[src/rtl/echo_meter.sv]
// ============================================================================
// Module   : echo_meter
// Purpose  : Receive-side companion to the ultrasonic trigger generator.
//            Arms on the falling edge of each trigger pulse, times the
//            returning echo pulse in whole microseconds, converts the width
//            to millimetres and reports it with a one-cycle valid strobe, or
//            a one-cycle timeout strobe when no echo arrives or the echo
//            never ends.
// Revision : 1.0 - initial release
// ----------------------------------------------------------------------------
// Parameters
//   TICK_DIV   - clk cycles per microsecond (>= 2)
//   TIMEOUT_US - microsecond limit for both the wait and echo-high phases
//                (<= 65535)
// Ports
//   clk      in   1   system clock (100 MHz PLL)
//   rst_n    in   1   asynchronous active-low reset
//   trig     in   1   trigger pulse, asynchronous to clk
//   echo     in   1   sensor echo pin, asynchronous to clk
//   width_us out  16  last valid echo width in microseconds
//   dist_mm  out  16  last valid distance in millimetres
//   valid    out  1   one-cycle strobe, width_us/dist_mm new in same cycle
//   timeout  out  1   one-cycle strobe on timeout
//   busy     out  1   high whenever a measurement is in progress
// ============================================================================
`default_nettype none

module echo_meter #(
  parameter int TICK_DIV   = 100,
  parameter int TIMEOUT_US = 30000
) (
  input  logic        clk,
  input  logic        rst_n,
  input  logic        trig,
  input  logic        echo,
  output logic [15:0] width_us,
  output logic [15:0] dist_mm,
  output logic        valid,
  output logic        timeout,
  output logic        busy
);

  // --------------------------------------------------------------------------
  // Constants
  // --------------------------------------------------------------------------
  localparam int          c_tick_w   = (TICK_DIV > 1) ? $clog2(TICK_DIV) : 1;
  localparam logic [c_tick_w-1:0] c_tick_max = c_tick_w'(TICK_DIV - 1);
  localparam logic [15:0] c_timeout  = 16'(TIMEOUT_US);
  // 0.17149 mm/us in Q16: speed of sound 343 m/s, halved for the round trip
  localparam logic [29:0] c_mm_per_us_q16 = 30'd11239;

  localparam logic [1:0] c_st_idle      = 2'd0;
  localparam logic [1:0] c_st_wait_rise = 2'd1;
  localparam logic [1:0] c_st_measure   = 2'd2;
  localparam logic [1:0] c_st_done      = 2'd3;

  // --------------------------------------------------------------------------
  // Declarations
  // --------------------------------------------------------------------------
  logic                r_trig_meta;
  logic                r_trig_sync;
  logic                r_trig_hist;
  logic                r_echo_meta;
  logic                r_echo_sync;
  logic                r_echo_hist;

  logic                w_trig_fall;
  logic                w_echo_rise;
  logic                w_echo_fall;

  logic [1:0]          r_state;
  logic [1:0]          w_state_next;

  logic [c_tick_w-1:0] r_tick_cnt;
  logic [15:0]         r_us_cnt;
  logic                w_wrap;
  logic [15:0]         w_us_next;
  logic                w_limit;

  logic                w_cnt_run;
  logic                w_load;
  logic                w_timeout_evt;
  logic [29:0]         w_product;

  // --------------------------------------------------------------------------
  // Input synchronizers: two flops for metastability, one history flop for
  // edge detection. Both inputs see identical latency, so the measured width
  // matches the pad-level width.
  // --------------------------------------------------------------------------
  always_ff @(posedge clk or negedge rst_n) begin
    if (!rst_n) begin
      r_trig_meta <= 1'b0;
      r_trig_sync <= 1'b0;
      r_trig_hist <= 1'b0;
      r_echo_meta <= 1'b0;
      r_echo_sync <= 1'b0;
      r_echo_hist <= 1'b0;
    end else begin
      r_trig_meta <= trig;
      r_trig_sync <= r_trig_meta;
      r_trig_hist <= r_trig_sync;
      r_echo_meta <= echo;
      r_echo_sync <= r_echo_meta;
      r_echo_hist <= r_echo_sync;
    end
  end

  assign w_trig_fall = ~r_trig_sync &  r_trig_hist;
  assign w_echo_rise =  r_echo_sync & ~r_echo_hist;
  assign w_echo_fall = ~r_echo_sync &  r_echo_hist;

  // --------------------------------------------------------------------------
  // Microsecond timebase.
  // w_us_next is the count including the tick of the current cycle; latching
  // it (rather than r_us_cnt) makes an echo high for N cycles report exactly
  // floor(N / TICK_DIV).
  // --------------------------------------------------------------------------
  assign w_wrap    = (r_tick_cnt == c_tick_max);
  assign w_us_next = r_us_cnt + 16'(w_wrap);
  assign w_limit   = w_wrap && (w_us_next == c_timeout);

  always_ff @(posedge clk or negedge rst_n) begin
    if (!rst_n) begin
      r_tick_cnt <= '0;
      r_us_cnt   <= '0;
    end else if (w_cnt_run) begin
      r_tick_cnt <= w_wrap ? '0 : r_tick_cnt + c_tick_w'(1);
      r_us_cnt   <= w_us_next;
    end else begin
      // Held at zero outside the timed states, so every entry to WAIT_RISE
      // or MEASURE starts from a clean count.
      r_tick_cnt <= '0;
      r_us_cnt   <= '0;
    end
  end

  // --------------------------------------------------------------------------
  // FSM: state register
  // --------------------------------------------------------------------------
  always_ff @(posedge clk or negedge rst_n) begin
    if (!rst_n) begin
      r_state <= c_st_idle;
    end else begin
      r_state <= w_state_next;
    end
  end

  // --------------------------------------------------------------------------
  // FSM: next-state logic. Echo edges only matter once armed; trig edges
  // only matter in IDLE.
  // --------------------------------------------------------------------------
  always_comb begin
    w_state_next = r_state;
    case (r_state)
      c_st_idle: begin
        if (w_trig_fall) begin
          w_state_next = c_st_wait_rise;
        end
      end
      c_st_wait_rise: begin
        if (w_echo_rise) begin
          w_state_next = c_st_measure;
        end else if (w_limit) begin
          w_state_next = c_st_idle;
        end
      end
      c_st_measure: begin
        // A fall coinciding with the limit still yields a measurement.
        if (w_echo_fall) begin
          w_state_next = c_st_done;
        end else if (w_limit) begin
          w_state_next = c_st_idle;
        end
      end
      c_st_done: begin
        w_state_next = c_st_idle;
      end
      default: begin
        w_state_next = c_st_idle;
      end
    endcase
  end

  // --------------------------------------------------------------------------
  // FSM: output logic
  // --------------------------------------------------------------------------
  always_comb begin
    busy          = (r_state != c_st_idle);
    valid         = (r_state == c_st_done);
    w_cnt_run     = 1'b0;
    w_load        = 1'b0;
    w_timeout_evt = 1'b0;
    case (r_state)
      c_st_wait_rise: begin
        w_cnt_run     = (w_state_next == c_st_wait_rise);
        w_timeout_evt = ~w_echo_rise & w_limit;
      end
      c_st_measure: begin
        w_cnt_run     = (w_state_next == c_st_measure);
        w_load        = w_echo_fall;
        w_timeout_evt = ~w_echo_fall & w_limit;
      end
      default: begin
        w_cnt_run     = 1'b0;
      end
    endcase
  end

  // --------------------------------------------------------------------------
  // Distance: width * 0.17149, as a 30-bit Q16 product truncated to integer.
  // Computed from the same value being latched into width_us so both outputs
  // update on the same edge.
  // --------------------------------------------------------------------------
  assign w_product = 30'(w_us_next) * c_mm_per_us_q16;

  always_ff @(posedge clk or negedge rst_n) begin
    if (!rst_n) begin
      width_us <= '0;
      dist_mm  <= '0;
      timeout  <= 1'b0;
    end else begin
      timeout <= w_timeout_evt;
      if (w_load) begin
        width_us <= w_us_next;
        dist_mm  <= 16'(w_product >> 16);
      end
    end
  end

endmodule

`default_nettype wire

[config.mk]
export PLATFORM = sky130hd
export DESIGN_NAME = echo_meter
export DESIGN_NICKNAME = d
export VERILOG_FILES = /design/src/rtl/echo_meter.sv
export SDC_FILE = /design/constraint.sdc
export NUM_CORES = 1
export LEC_CHECK = 0
export CAP_MARGIN = 10
export CORE_MARGIN = 3
export CORE_UTILIZATION = 67
export CTS_BUF_LIST = sky130_fd_sc_hd__clkbuf_16
export DETAILED_ROUTE_END_ITERATION = 8
export GPL_TIMING_DRIVEN = 0
export PLACE_DENSITY = 0.9
export SLEW_MARGIN = 20
export SYNTH_ARGS = -nofsm -noshare
export SYNTH_HDL_FRONTEND = slang
export SYNTH_SLANG_ARGS = --single-unit
[constraint.sdc]
create_clock -name clk -period 13 [get_ports clk]
set_input_delay 1.95 -clock clk [delete_from_list [all_inputs] [get_ports clk]]
set_output_delay 1.95 -clock clk [all_outputs]
set_load 0.01 [all_outputs]
Word level (Yosys, flattened, before mapping)
Index checks and enable logic that the tools add are counted.

$add $sub $neg: 2. $mul: 1. Equality and inequality tests: 7. Mux-type cells: 11. Bitwise logic cells: 10. Reductions and logical operators: 3.

Operators with widths (count): $mul 16x14->30 const B (1); $add 16x1->16 (1); $eq 16x15->1 const B (1); $mux 16 (1); $mux 7 (2); $mux 2 (4); $pmux 2 s4 (1); $add 7x1->7 const B (1); $eq 7x7->1 const B (1); $eq 2x2->1 const B (3); $and 1x1->1 (5); $not 1->1 (5); $eq 2x1->1 const B (2); $pmux 1 s2 (2); $logic_not 2->1 (1); $reduce_bool 2->1 (1); $logic_and 1x1->1 (1); $mux 1 (1).

Flip-flop bits (word level): 62. Bits of input ports: 4.

Depth between registers and ports, before layout
Depth after elaboration: 10. Depth in mapped cells: 28.

Worst setup path after synthesis
No wires, ideal clock.

Path type: register -> register. Start point: register r_tick_cnt[0]. End point: register dist_mm[12]. Setup time: 0.132 ns. Arrival: 7.364 ns. Setup slack: 5.504 ns. Stages on the path, launching flop included: 28. Buffers on the path: 1. Period minus slack after synthesis: 7.496 ns. Path through: dfrtp_1 ha_1 nand2_2 nor4_4 ha_1 and3_1 nand2_1 xor2_1 inv_1 fa_1 inv_1 fa_1 inv_1 fa_1 fa_1 fa_1 inv_1 fa_1 inv_1 ha_1 o21a_1 nor2_1 nor4_1 or2_2 clkbuf_1 a21oi_1 nor4_1 or3b_1.

Word-level cells in the longest chain between the ends: 3.

RTL lines: from (decl) (RTL line 74) `logic [c_tick_w-1:0] r_tick_cnt;`; from (signal assigned) (RTL line 127) `r_tick_cnt <= w_wrap ? '0 : r_tick_cnt + c_tick_w'(1);`; $eq 7x7->1 (RTL line 118) `assign w_wrap = (r_tick_cnt == c_tick_max);`; $add 16x1->16 (RTL line 119) `assign w_us_next = r_us_cnt + 16'(w_wrap);`; via w_us_next[9] (RTL line 77) `logic [15:0] w_us_next;`; $mul 16x14->30 (RTL line 214) `assign w_product = 30'(w_us_next) * c_mm_per_us_q16;`; to (signal assigned) (RTL line 225) `dist_mm <= 16'(w_product >> 16);`; to (decl) (RTL line 37) `output logic [15:0] dist_mm,`.

The timed path passes the listed nets, and every way through them passes these cells. A chain may end at the register's enable or synchronous reset.

Worst setup path in the final report
Ends and elaborated chain as after synthesis.

==> summary.md <==
| Metric | Value |
|---|---|
| Main combinational cell family by area after synthesis | adder cells |
| Worst hold path type | reg2reg |
| Initial antenna violation count | 0 |
| Met1 Resource Use GR | 0.387 |
| Post-route minimum period | 8770 ps |
| FP Rows | 38 |
| Final HPWL DP | 14.4 mm |
| Final instance area | 8350 µm² |
| Die area | 12,500 µm² |
| Setup Buffers After CTS | 0 |
| Drt pass-1 iters | 7 |
| Clock Pin Slew Worst Setup and Hold Paths | 60 ps |
| Most frequent cell after synthesis | inv_1 |
| HP Start | r_trig_meta |
| Synth Flop Type | dfrtp_1 |
| Pwr Total | 564 µW |
| Num CTS Buffers | 9 |
| Endpoint class of the critical path | flop |
| Core Box Area | 10,900 µm² |
| Met2 Resource Use GR | 0.532 |
| Multiplexer area fraction after synthesis | 0.00267 |
| Syn avg cell area | 9.88 µm² |
| Netlist cell types | 56 |
| Post-Route Utilization | 0.767 |
| Post-Place Cell Area | 8040 µm² |
| RR Endpoint | dist_mm[12] |
| Skew-Pair Late Insertion Delay | 330 ps |
| Fin. Hold Viols | 0 |
| Fmax | 114 MHz |
| Die width | 112 µm |
| Die Span Y | 112 µm |
| Final setup vio count | 0 |
| Pin count of the biggest net entering global routing | 63 |
| Starting Density | 0.689 |
| TritonCTS clock tree | yes |
| CTS H-tree lvls | 3 |
| Placer Congestion | 0.945 |
| Critical Path Start Type | flop |
| CP max stage delay | 700 ps |
| M3 GR Usage | 0.0522 |
| Post-route setup TNS | 0 ps |
| RSZ-0062 raised after global routing | false |
| Root buffer cell | clkbuf_16 |
| DRC viols | 0 |
| Clk sinks | 62 |
| Nets@finish | 1,034 |
| Routed vias | 5,642 |
| Slowest-stage cell, CP | xor2_1 |
| Clock Tree Buf Depth | 2 |
| # port buffers | 36 |
| Fraction of layout cells with a size suffix above 1 | 0.0320 |
| Synth Area in XOR/XNOR | 0.0407 |
| Mapped Cells | 759 |
| Most common cell on crit path | fa_1 |
| WP data arrival | 8970 ps |
| # diodes | 0 |
| CTS Hold Buffers Added | 0 |
| Async SR Flop Fraction | 1.00 |
| Synth area leaders | fa_1 (26%), ha_1 (21%), dfrtp_1 (21%) |
| Register-to-Register Setup Slack | 4230 ps |
| # resized after CTS | 0 |
| Iteration-0 DRC Markers | 409 |
| Number of flops mapped to enable cells by yosys | 0 |
| Vias in the first global route | 6,089 |
| Seq/Total Area, Yosys | 0.207 |
| Mapped Area | 7500 µm² |
| Remaining global-route overflow | 0 |
| Outcome | finished clean |
| Slew Limit Headroom | 0.314 |
| GRT busiest layer | met2 |
| Worst r2r path cells | 27 |
| Synth area leader | fa_1 |
| Max-slew violation count | 0 |
| Crit Path Class | reg2reg |
| Post-route ant nets | 0 |
| Skew final | 5.81 ps |
| Worst-case vdd ir drop | 128 µV |
| Vias per cell | 5.93 |
| Worst min-delay path endpoint | r_trig_sync |
| Register bit total from synthesis | 62 |
| P_leak | 4.75 nW |
| Post-synthesis simple-gate area fraction | 0.101 |
| Routed WL per cell | 19.0 µm |
| Post-synthesis adder-cell area fraction | 0.470 |
| Period utilization | 0.674 |
| Worst Hold Depth | 0 |
| Global-route wire length before repair | 30.3 mm |
| Synth top area share | 0.262 |
| Crit path max fanout | 10 |
| Global Route Usage Sum | 0.305 |
| Least-Margin Pin Slew | 1030 ps |
| PwrDens | 67.6 nW/µm² |
| Area Overhead vs Synth | 11.3% |
| Worst Path Required | 13,210 ps |
| Critical R2R Launch | r_tick_cnt[0] |
| Syn. warnings | 0 |
| Total wire length | 18.1 mm |
| Post-synthesis compound-gate area fraction | 0.0806 |
| List of most frequent post-synthesis cells | inv_1 (176), ha_1 (125), fa_1 (98), dfrtp_1 (62), nand2_1 (51) |
| Maxcap violations | 0 |
| IO Count | 39 |
[flip-flops by register name (all words and copies together), names as in the netlist]
signal and count:
r_us_cnt 16, width_us 16, dist_mm 14, r_tick_cnt 7, r_state 2, r_echo_hist 1, r_echo_meta 1, r_echo_sync 1
r_trig_hist 1, r_trig_meta 1, r_trig_sync 1, timeout 1
[cell type report]
| cell class | instances | area [µm²] |
|---|---|---|
| Sequential cell | 62 | 1550 |
| Fill cell | 694 | 2540 |
| Timing Repair Buffer | 36 | 358 |
| Inverter | 177 | 664 |
| Tap cell | 140 | 175 |
| Clock buffer | 9 | 225 |
| Clock inverter | 7 | 80.1 |
| Multi-Input combinational cell | 508 | 5230 |
| Buffer | 13 | 66.3 |
[how the worst max path moves through the flow]
stage          slack, ps          end     startpoint  cells past startpoint
2_1_floorplan       5500  dist_mm[12]  r_tick_cnt[0]                     27
3_3_place_gp        4530  dist_mm[12]  r_tick_cnt[0]                     27
3_5_place_dp        4340  dist_mm[12]  r_tick_cnt[0]                     27
4_1_cts             4260  dist_mm[12]  r_tick_cnt[0]                     27
5_1_grt             3770  dist_mm[12]  r_tick_cnt[0]                     27
6_report            4230  dist_mm[12]  r_tick_cnt[0]                     27
[where the power goes]
group | total (mW) | switching, mW | internal [mW]
logic | 0.110 | 0.0699 | 0.0397
registers | 0.205 | 0.00617 | 0.199
clock network | 0.249 | 0.0849 | 0.165
total | 0.564 | 0.161 | 0.403
[kinds of logic (layout without fill, tap and decap cells)]
logic type,after synthesis,after routing
compound gates,94,94
xor+xnor,34,34
fa+ha+maj,223,223
buf+inv,190,242
flops,62,62
mux,2,2
other cells,1,2
simple gates,153,153
[stage by stage]
stage	std cells	hold slack [ps]	worst slack [ps]
5_1_grt	952	372	3770
3_5_place_dp	936	347	4340
4_1_cts	952	362	4260
6_report	952	359	4230
3_3_place_gp	936	331	4530
2_1_floorplan	760	331	5500
[metal layers]
metal,vias to the layer above,part of all wire,routed length (µm)
li1,2516,-,-
met1,2836,0.39,6980
met2,237,0.52,9460
met3,53,0.062,1110
met4,0,0.029,523
met5,-,0,0
[critical path: cells and delay by family (launching register included)]
kind                       cells  cell delay [ps]
and+or+nand+nor                9             2010
xor gates and xnor gates       1              700
adders and majority gates      9             4170
DFF                            1              400
AOI/OAI and AO/OA              2              540
buffers and inverters          6              780
[cell usage in the layout, fill, tap and decap left out, types with 3 or more instances in the layout]
cell,count
a211oi_1,8
a21o_1,10
a21oi_1,18
a31oi_1,3
and2_1,3
and3_1,15
buf_4,3
clkbuf_1,8
clkbuf_16,9
clkdlybuf4s50_1,35
clkinv_1,3
dfrtp_1,62
fa_1,98
ha_1,125
inv_1,177
nand2_1,51
nand2b_1,6
nand3_1,10
nand4_1,8
nor2_1,35
nor3_1,6
nor3b_1,3
o21a_1,3
o21ai_0,34
xnor2_1,18
xor2_1,14
Power figures use the tool's default switching activity.
